<file path="src/rtl/fetch_stage.sv">
// MIPS instruction-fetch stage and IF/ID register: PC, req/valid fetch handshake,
// one-entry skid for decode stalls, and branch/jump redirect with in-flight discard.
module fetch_stage #(
    parameter logic [31:0] RESET_PC = 32'h0000_0000
) (
    input  logic        clk,
    input  logic        rst_n,
    output logic        imem_req,
    output logic [31:0] imem_addr,
    input  logic        imem_valid,
    input  logic [31:0] imem_rdata,
    input  logic        stall_id,
    input  logic        redirect,
    input  logic [31:0] redirect_pc,
    output logic        if_id_valid,
    output logic [31:0] if_id_instr,
    output logic [31:0] if_id_pc4,
    output logic [15:0] if_id_imm16
);

    typedef enum logic [1:0] {FETCH, HOLD, DISCARD} state_e;

    state_e      state_q;
    logic [31:0] pc_q;
    logic [31:0] target_q;
    logic [31:0] addr_q;
    logic        req_q;
    logic [31:0] skid_instr_q;
    logic [31:0] skid_pc4_q;
    logic        valid_q;
    logic [31:0] instr_q;
    logic [31:0] pc4_q;

    logic        accept;
    logic [31:0] pc_plus4;
    logic [31:0] redirect_tgt;

    assign accept       = req_q & imem_valid;
    assign pc_plus4     = pc_q + 32'd4;
    assign redirect_tgt = {redirect_pc[31:2], 2'b00};

    assign imem_req     = req_q;
    assign imem_addr    = addr_q;
    assign if_id_valid  = valid_q;
    assign if_id_instr  = instr_q;
    assign if_id_pc4    = pc4_q;
    assign if_id_imm16  = instr_q[15:0];

    // NOTE: every register here is written with <= so all branches see pre-edge values.
    always_ff @(posedge clk or negedge rst_n) begin
        if (!rst_n) begin
            state_q      <= FETCH;
            pc_q         <= RESET_PC;
            target_q     <= RESET_PC;
            addr_q       <= RESET_PC;
            req_q        <= 1'b0;
            skid_instr_q <= 32'h0;
            skid_pc4_q   <= 32'h0;
            valid_q      <= 1'b0;
            instr_q      <= 32'h0;
            pc4_q        <= 32'h0;
        end else begin
            case (state_q)
                FETCH: begin
                    if (redirect) begin
                        valid_q <= 1'b0;
                        instr_q <= 32'h0;
                        // With nothing outstanding to drain, retarget the request directly.
                        if (accept || !req_q) begin
                            pc_q   <= redirect_tgt;
                            addr_q <= redirect_tgt;
                            req_q  <= 1'b1;
                        end else begin
                            target_q <= redirect_tgt;
                            state_q  <= DISCARD;
                        end
                    end else if (accept) begin
                        pc_q <= pc_plus4;
                        if (stall_id) begin
                            skid_instr_q <= imem_rdata;
                            skid_pc4_q   <= pc_plus4;
                            req_q        <= 1'b0;
                            state_q      <= HOLD;
                        end else begin
                            valid_q <= 1'b1;
                            instr_q <= imem_rdata;
                            pc4_q   <= pc_plus4;
                            addr_q  <= pc_plus4;
                        end
                    end else if (!req_q) begin
                        req_q <= 1'b1;
                    end
                end
                HOLD: begin
                    if (redirect) begin
                        valid_q <= 1'b0;
                        instr_q <= 32'h0;
                        pc_q    <= redirect_tgt;
                        addr_q  <= redirect_tgt;
                        req_q   <= 1'b1;
                        state_q <= FETCH;
                    end else if (!stall_id) begin
                        valid_q <= 1'b1;
                        instr_q <= skid_instr_q;
                        pc4_q   <= skid_pc4_q;
                        addr_q  <= pc_q;
                        req_q   <= 1'b1;
                        state_q <= FETCH;
                    end
                end
                DISCARD: begin
                    if (redirect) begin
                        valid_q  <= 1'b0;
                        instr_q  <= 32'h0;
                        target_q <= redirect_tgt;
                    end
                    // The stale response is dropped; the newest redirect target wins.
                    if (accept) begin
                        pc_q    <= redirect ? redirect_tgt : target_q;
                        addr_q  <= redirect ? redirect_tgt : target_q;
                        state_q <= FETCH;
                    end
                end
                default: state_q <= FETCH;
            endcase
        end
    end

endmodule

</file>
<file path="config.mk">
export PLATFORM = sky130hd
export DESIGN_NAME = fetch_stage
export DESIGN_NICKNAME = d
export VERILOG_FILES = /design/src/rtl/fetch_stage.sv
export SDC_FILE = /design/constraint.sdc
export NUM_CORES = 1
export LEC_CHECK = 0
export ABC_AREA = 1
export CAP_MARGIN = 20
export CORE_ASPECT_RATIO = 1.4
export CORE_MARGIN = 1.5
export CORE_UTILIZATION = 55
export DETAILED_ROUTE_END_ITERATION = 8
export PLACE_DENSITY_LB_ADDON = 0.05
export SYNTH_ARGS = -nofsm -noshare
export SYNTH_HDL_FRONTEND = slang
export SYNTH_SLANG_ARGS = --single-unit
</file>
<file path="constraint.sdc">
create_clock -name clk -period 2.9 [get_ports clk]
set_clock_uncertainty 0.2 [all_clocks]
set_input_delay 0.58 -clock clk [delete_from_list [all_inputs] [get_ports clk]]
set_output_delay 0.58 -clock clk [all_outputs]
set_load 0.01 [all_outputs]
</file>
## After elaboration in Yosys (flattened, before gate mapping)

Index checks and enable logic that the tools add are counted.

- Output and inout bits: 114
- Logic and storage cells: 95
- Register bits after elaboration: 228
- Input port bits: 69

- Reduce and logical (&&, ||, !) cells: 15
- Bitwise logic cells: 2
- Mux-type cells: 48
- $add $sub $neg: 1
- Equal/unequal tests: 19

Operator list:

| kind | number |
|---|---|
| $mux 32 | 22 |
| $pmux 32 s3 | 3 |
| $pmux 32 s2 | 2 |
| $add 32x3->32 const B | 1 |
| $ne 2x2->1 const B | 10 |
| $ne 3x3->1 const B | 6 |
| $reduce_and 5->1 | 3 |
| $mux 2 | 7 |
| $reduce_and 6->1 | 2 |
| $mux 1 | 11 |
| $reduce_and 4->1 | 2 |
| $pmux 2 s3 | 1 |
| $reduce_and 3->1 | 2 |
| $ne 4x4->1 const B | 1 |
| $reduce_bool 2->1 | 2 |
| $pmux 1 s3 | 1 |
| $reduce_bool 3->1 | 1 |
| $eq 2x1->1 const B | 1 |
| $eq 2x2->1 const B | 1 |
| $logic_not 2->1 | 1 |
| $pmux 1 s2 | 1 |
| $and 1x1->1 | 1 |
| $logic_not 1->1 | 1 |
| $logic_or 1x1->1 | 1 |
| $not 1->1 | 1 |

## Logic depth before layout (Yosys ltp)

Gate-level depths: netlist of the first run.

- Word-level depth: 5
- Mapped depth: 14
- Gate-level depth less buffers: 12

## Worst setup path before layout of the first run

OpenSTA, ideal clock, no wires.

- Kind: reg2reg
- From: register state_q[0]
- To: register addr_q[8] (netlist: imem_addr[8])
- Arrival time: 1.684 ns
- Cell stages (with the launch flop): 12
- Slack: 0.896 ns
- Buffers on the path: 2
- Period minus slack after synthesis: 2.004 ns
- Data required time: 2.581 ns
- Library setup time: 0.119 ns
- Cell sequence: dfrtp_1 inv_1 ha_1 buf_2 nand2_2 inv_2 a21oi_2 nand2_1 nor2_4 buf_4 o21ai_1 o21ba_2

- Cells in the longest elaborated chain, start to end: 3
- Elaborated cells on any way between the ends: 11
- Those cells by class: eq/ne (7); mux (1); reduce/logical (3)

RTL lines:

| item | RTL line | text |
|---|---|---|
| start: declaration | 23 | `state_e state_q;` |
| start signal: assignment | 52 | `state_q <= FETCH;` |
| start signal: assignment | 75 | `state_q <= DISCARD;` |
| start signal: assignment | 83 | `state_q <= HOLD;` |
| $eq 2x1->1, or another cell as far along | 63 | `case (state_q)` |
| $ne 3x3->1 (no line), or another cell as far along | -- |  |
| $reduce_and 6->1 (no line) | -- |  |
| end signal: assignment | 71 | `addr_q <= redirect_tgt;` |
| end signal: assignment | 88 | `addr_q <= pc_plus4;` |
| end signal: assignment | 99 | `addr_q <= redirect_tgt;` |
| end: declaration | 26 | `logic [31:0] addr_q;` |

Parallel ways exist; a longest one is shown, timed or not.
A chain may end at the register's enable or synchronous reset.

## Worst setup path in the final report of the first run

- From: register pc_q[2]
- To: register addr_q[18] (netlist: imem_addr[18])

- Cells in the longest elaborated chain, start to end: 5

RTL lines:

| item | RTL line | text |
|---|---|---|
| start: declaration | 24 | `logic [31:0] pc_q;` |
| start signal: assignment | 70 | `pc_q <= redirect_tgt;` |
| start signal: assignment | 78 | `pc_q <= pc_plus4;` |
| start signal: assignment | 98 | `pc_q <= redirect_tgt;` |
| $add 32x3->32 | 39 | `assign pc_plus4 = pc_q + 32'd4;` |
| $mux 32 | 79 | `if (stall_id) begin` |
| $mux 32 | 77 | `end else if (accept) begin` |
| $mux 32 | 65 | `if (redirect) begin` |
| $pmux 32 s3 | 63 |  |

Every way passes these cells. The select of a mux whose other input is x is not followed.

==> parameters.txt, run 1 <==
Parameter                              Value

Status
  Result of the run    complete, no violations

Route
  Number of design-rule violations left by the first detailed-router iteration    approximately 720
  TritonRoute pass-1 iters    5
  Detailed-route vias per instance    about 5.4
  DR top layer    met4
  Amount of wire on met2 after detailed routing    16.6 mm
  Antenna-violating nets left    0
  Routed wirelength normalized by instance count    roughly 16 um
  Wire length on met3    2.36 mm
  Via count    about 12,000
  Routed wire length    about 35 mm
  Post-route DRC    0
  Routed met1 length    about 15 mm

Worst setup path
  R2R Path Start    pc_q[2]$_DFFE_PN0P_
  Sort of element at the start of the critical path    register
  Category of the worst setup path capture point    register
  Worst reg-to-reg path cell count    10
  Top fanout value on the critical path    7
  Worst Path Class, Setup    reg -> reg
  WP data required    around 3.2 ns
  Setup slack of the most critical reg-to-reg path    about 0.37 ns
  Endpoint arrival time on the critical path    between 2 and 3 ns
  Crit Reg-Reg Endpoint    imem_addr[18]$_DFFE_PN0P_

Synth
  Post-synthesis instance area    12,400 sq um
  Most area-consuming cells after synthesis    sky130_fd_sc_hd__dfrtp_1 46%, sky130_fd_sc_hd__nand2_1 17%, sky130_fd_sc_hd__nor2_1 5.1%, sky130_fd_sc_hd__o21ai_0 5.1%, sky130_fd_sc_hd__inv_1 4.6%
  Sequential cell area fraction in the yosys report    0.462
  Post-synthesis instance total    roughly 1,700
  FF+latch count, synth    228
  Post-synthesis cell type with the largest combined area    sky130_fd_sc_hd__dfrtp_1
  Yosys warnings    0
  Number of distinct library cell variants in the gate-level netlist after synthesis    39
  Share of the synthesized area in the top cell type    0.462
  Synthesized area per cell    7.22 sq um
  Post-Syn Nets    about 1,800

Power
  Power per cell area    between 1000 and 1500 nW/um^2
  IR drop worst, VDD    about 0.0016 V
  Leakage power of the design    between 7 and 8 nW
  Design Power    approximately 18 mW

Layout
  Nets@finish    1,916
  Post-layout instance count excluding filler cells    ~2,200
  Ant. Diodes    0
  Share of final-layout standard cells stronger than drive strength 1    0.0657
  Area Overhead vs Synth    22.6%
  Utilization after layout    0.690

Worst hold path
  Hold_sp    redirect
  Type of the worst min-delay path    in -> reg
  End of the worst hold path    state_q[1]$_DFFE_PN0P_
  Worst Hold Path Cells    3

Floorplan
  Number of rows created at floorplan    64
  Die Wd    approximately 130 um
  Die extent in y    180 um
  Standard cell core area    21,900 sq um
  Starting utilization of the core area    0.563
  Total die area    between 20,000 and 25,000 sq um
  Ports placed on the boundary    183

STA
  RSZ-0062 raised after global routing    no
  Accumulated negative setup slack    0 ns
  Ratio of final minimum period to clock period    0.873
  Final critical-path required period    ~2.5 ns
  Crit path setup slack, layout    about 0.37 ns
  Final Hold Violating Endpoints    0
  Final Max Slew Viols    0
  Max Clk Rate    395 MHz
  Worst slew margin relative to its limit    0.370
  Slew at the pin closest to its max-slew limit    between 0.9 and 1 ns
  Number of failing setup endpoints in the final timing report    0

GRT
  Maximum number of pins on one net before global-route repair    82
  Congestion Overflow GR    0
  Vias in the first global route    about 11,000
  Global-route wire length before repair    56.6 mm
  Overall Global Routing Usage    0.302
  Number of antenna violations at the first check in global routing    0

Clocking
  Number of clock sinks seen by CTS    roughly 230
  Clock-pin transition on the worst setup and hold timing paths    approximately 0.06 ns
  Number of setup buffers added after CTS    0
  CTS Buffer Depth    3
  Root buffer cell    sky130_fd_sc_hd__clkbuf_16
  CTS tree    yes
  Number of clock buffers inserted by TritonCTS    23
  Hold buffer count at cts    1
  Post-cts gate resize count    0
  Clock Latency Late Sink    between 0.5 and 0.6 ns
  Number of levels in the clock H-tree    1

Place
  Placed cells    2,114
  Setup Slack @ Placement    about 0.20 ns
  Total of buffers placed on input and output ports    180
  Detail Placement HPWL    roughly 23 mm
  RD Place Congestion    approximately 0.92

Flow run
  Number of violations of the max-capacitance limit    0
how the worst max path moves through the flow:
stage | from | endpoint | slack (ns) | cells past startpoint
floorplan | state_q[0]$_DFFE_PN0P_ | imem_addr[8]$_DFFE_PN0P_ | 0.90 | 11
global placement | imem_valid | imem_addr[31]$_DFFE_PN0P_ | 0.21 | 10
detailed placement | imem_valid | imem_addr[31]$_DFFE_PN0P_ | 0.20 | 10
CTS | pc_q[2]$_DFFE_PN0P_ | imem_addr[18]$_DFFE_PN0P_ | 0.39 | 10
global route | pc_q[2]$_DFFE_PN0P_ | imem_addr[18]$_DFFE_PN0P_ | 0.22 | 10
finish | pc_q[2]$_DFFE_PN0P_ | imem_addr[18]$_DFFE_PN0P_ | 0.37 | 10
placed cells by master, fill, tap and decap left out, types with 4 or more instances in the layout:
cell / count
sky130_fd_sc_hd__nand2_1: 572
sky130_fd_sc_hd__dfrtp_1: 228
sky130_fd_sc_hd__clkdlybuf4s50_1: 178
sky130_fd_sc_hd__nor2_1: 169
sky130_fd_sc_hd__inv_1: 152
sky130_fd_sc_hd__o21ai_0: 126
sky130_fd_sc_hd__nand3_1: 107
sky130_fd_sc_hd__a21oi_1: 67
sky130_fd_sc_hd__a31oi_1: 49
sky130_fd_sc_hd__clkbuf_16: 23
sky130_fd_sc_hd__buf_4: 23
sky130_fd_sc_hd__o22ai_1: 20
sky130_fd_sc_hd__or2_2: 19
sky130_fd_sc_hd__o21ai_1: 18
sky130_fd_sc_hd__xor2_1: 10
sky130_fd_sc_hd__buf_12: 10
sky130_fd_sc_hd__inv_2: 9
sky130_fd_sc_hd__nand3b_1: 8
sky130_fd_sc_hd__clkinv_2: 6
sky130_fd_sc_hd__nor2_4: 5
sky130_fd_sc_hd__o211ai_1: 5
sky130_fd_sc_hd__nor2_2: 4
sky130_fd_sc_hd__and2_1: 4
sky130_fd_sc_hd__nand2_2: 4
sky130_fd_sc_hd__o21a_1: 4
sky130_fd_sc_hd__bufinv_16: 4
worst max-delay path, cell delays in order, from the launching register on:
cell and delay (ns):
sky130_fd_sc_hd__dfrtp_1 0.53, sky130_fd_sc_hd__ha_1 0.28, sky130_fd_sc_hd__nand2_1 0.08, sky130_fd_sc_hd__nor2_1 0.21, sky130_fd_sc_hd__nand2_1 0.21, sky130_fd_sc_hd__nor2_4 0.25
sky130_fd_sc_hd__xor2_1 0.34, sky130_fd_sc_hd__nand2_1 0.17, sky130_fd_sc_hd__nand3_1 0.10, sky130_fd_sc_hd__nand2_1 0.05, sky130_fd_sc_hd__inv_1 0.05
cell usage after synthesis (all sizes together):
| cell | count |
|---|---|
| a2bb2oi | 1 |
| o21a | 4 |
| xnor2 | 3 |
| a31oi | 49 |
| a32oi | 3 |
| nor3 | 1 |
| buf | 67 |
| dfrtp | 228 |
| and2 | 4 |
| or2 | 20 |
| nand4 | 3 |
| o21ai | 144 |
| a21oi | 69 |
| clkbuf | 42 |
| a32o | 1 |
| inv | 161 |
| o211ai | 5 |
| nor2 | 178 |
| o21ba | 2 |
| nand3b | 8 |
| nand2 | 576 |
| ha | 4 |
| clkinv | 1 |
| xor2 | 10 |
| nand3 | 109 |
| o22ai | 20 |
layer usage:
layer	vias to the layer above	track usage
met3	91	0.0330
met5	-	0
met1	5475	0.401
li1	5699	-
met4	0	0.112
met2	465	0.505
registers in the layout, indices dropped and copies added, names as in the netlist:
register,flops
if_id_valid,1
skid_instr_q,32
if_id_instr,32
skid_pc4_q,32
imem_addr,32
if_id_pc4,32
imem_req,1
pc_q,32
target_q,32
state_q,2
area by class of cell:
class / instances / area [sq um]
Fill cell: 1945 / 6790
Sequential cell: 228 / 5710
Multi-Input combinational cell: 1214 / 5490
Timing Repair Buffer: 214 / 2180
Clock buffer: 28 / 624
Inverter: 162 / 608
Tap cell: 297 / 372
Clock inverter: 12 / 165
power breakdown:
part | leakage, nW | switching [mW] | internal [mW]
clock network | 0.388 | 1.28 | 1.88
logic | 4.27 | 5.63 | 3.88
registers | 2.77 | 0.986 | 4.78
kinds of logic after synthesis:
kind of cell	share of synthesized area
AND/OR/NAND/NOR	0.298
AO/OA/AOI/OAI	0.133
buffers and inverters	0.0950
flip-flops	0.462
XOR/XNOR	0.00921
adder cells (fa/ha/maj)	0.00405
through the flow:
step | instance area, sq um | hold WS, ns
floorplan | 12400 | 0.0844
global placement | 14400 | 0.253
detailed placement | 14400 | 0.259
CTS | 15100 | 0.258
global route | 15100 | 0.294
finish | 15100 | 0.270
(Power assumes the default switching activity.)
==> run 2: changes to the inputs <==
--- a/config.mk
+++ b/config.mk
@@ -6,7 +6,7 @@
 export NUM_CORES = 1
 export LEC_CHECK = 0
 export ABC_AREA = 1
-export CAP_MARGIN = 20
+export CAP_MARGIN = 0
 export CORE_ASPECT_RATIO = 1.4
 export CORE_MARGIN = 1.5
 export CORE_UTILIZATION = 55
==> results of run 2 <==
Same layout as run 1: the final DEF is identical, and so are final timing and power.
==> run 3: changes to the inputs <==
--- a/config.mk
+++ b/config.mk
@@ -6,12 +6,14 @@
 export NUM_CORES = 1
 export LEC_CHECK = 0
 export ABC_AREA = 1
+export ABC_CLOCK_PERIOD_IN_PS = 2900
 export CAP_MARGIN = 0
 export CORE_ASPECT_RATIO = 1.4
 export CORE_MARGIN = 1.5
 export CORE_UTILIZATION = 55
 export DETAILED_ROUTE_END_ITERATION = 8
 export PLACE_DENSITY_LB_ADDON = 0.05
+export SKIP_CTS_REPAIR_TIMING = 1
 export SYNTH_ARGS = -nofsm -noshare
 export SYNTH_HDL_FRONTEND = slang
 export SYNTH_SLANG_ARGS = --single-unit
==> results of run 3 <==
Same layout as run 1: the final DEF is identical, and so are final timing and power.
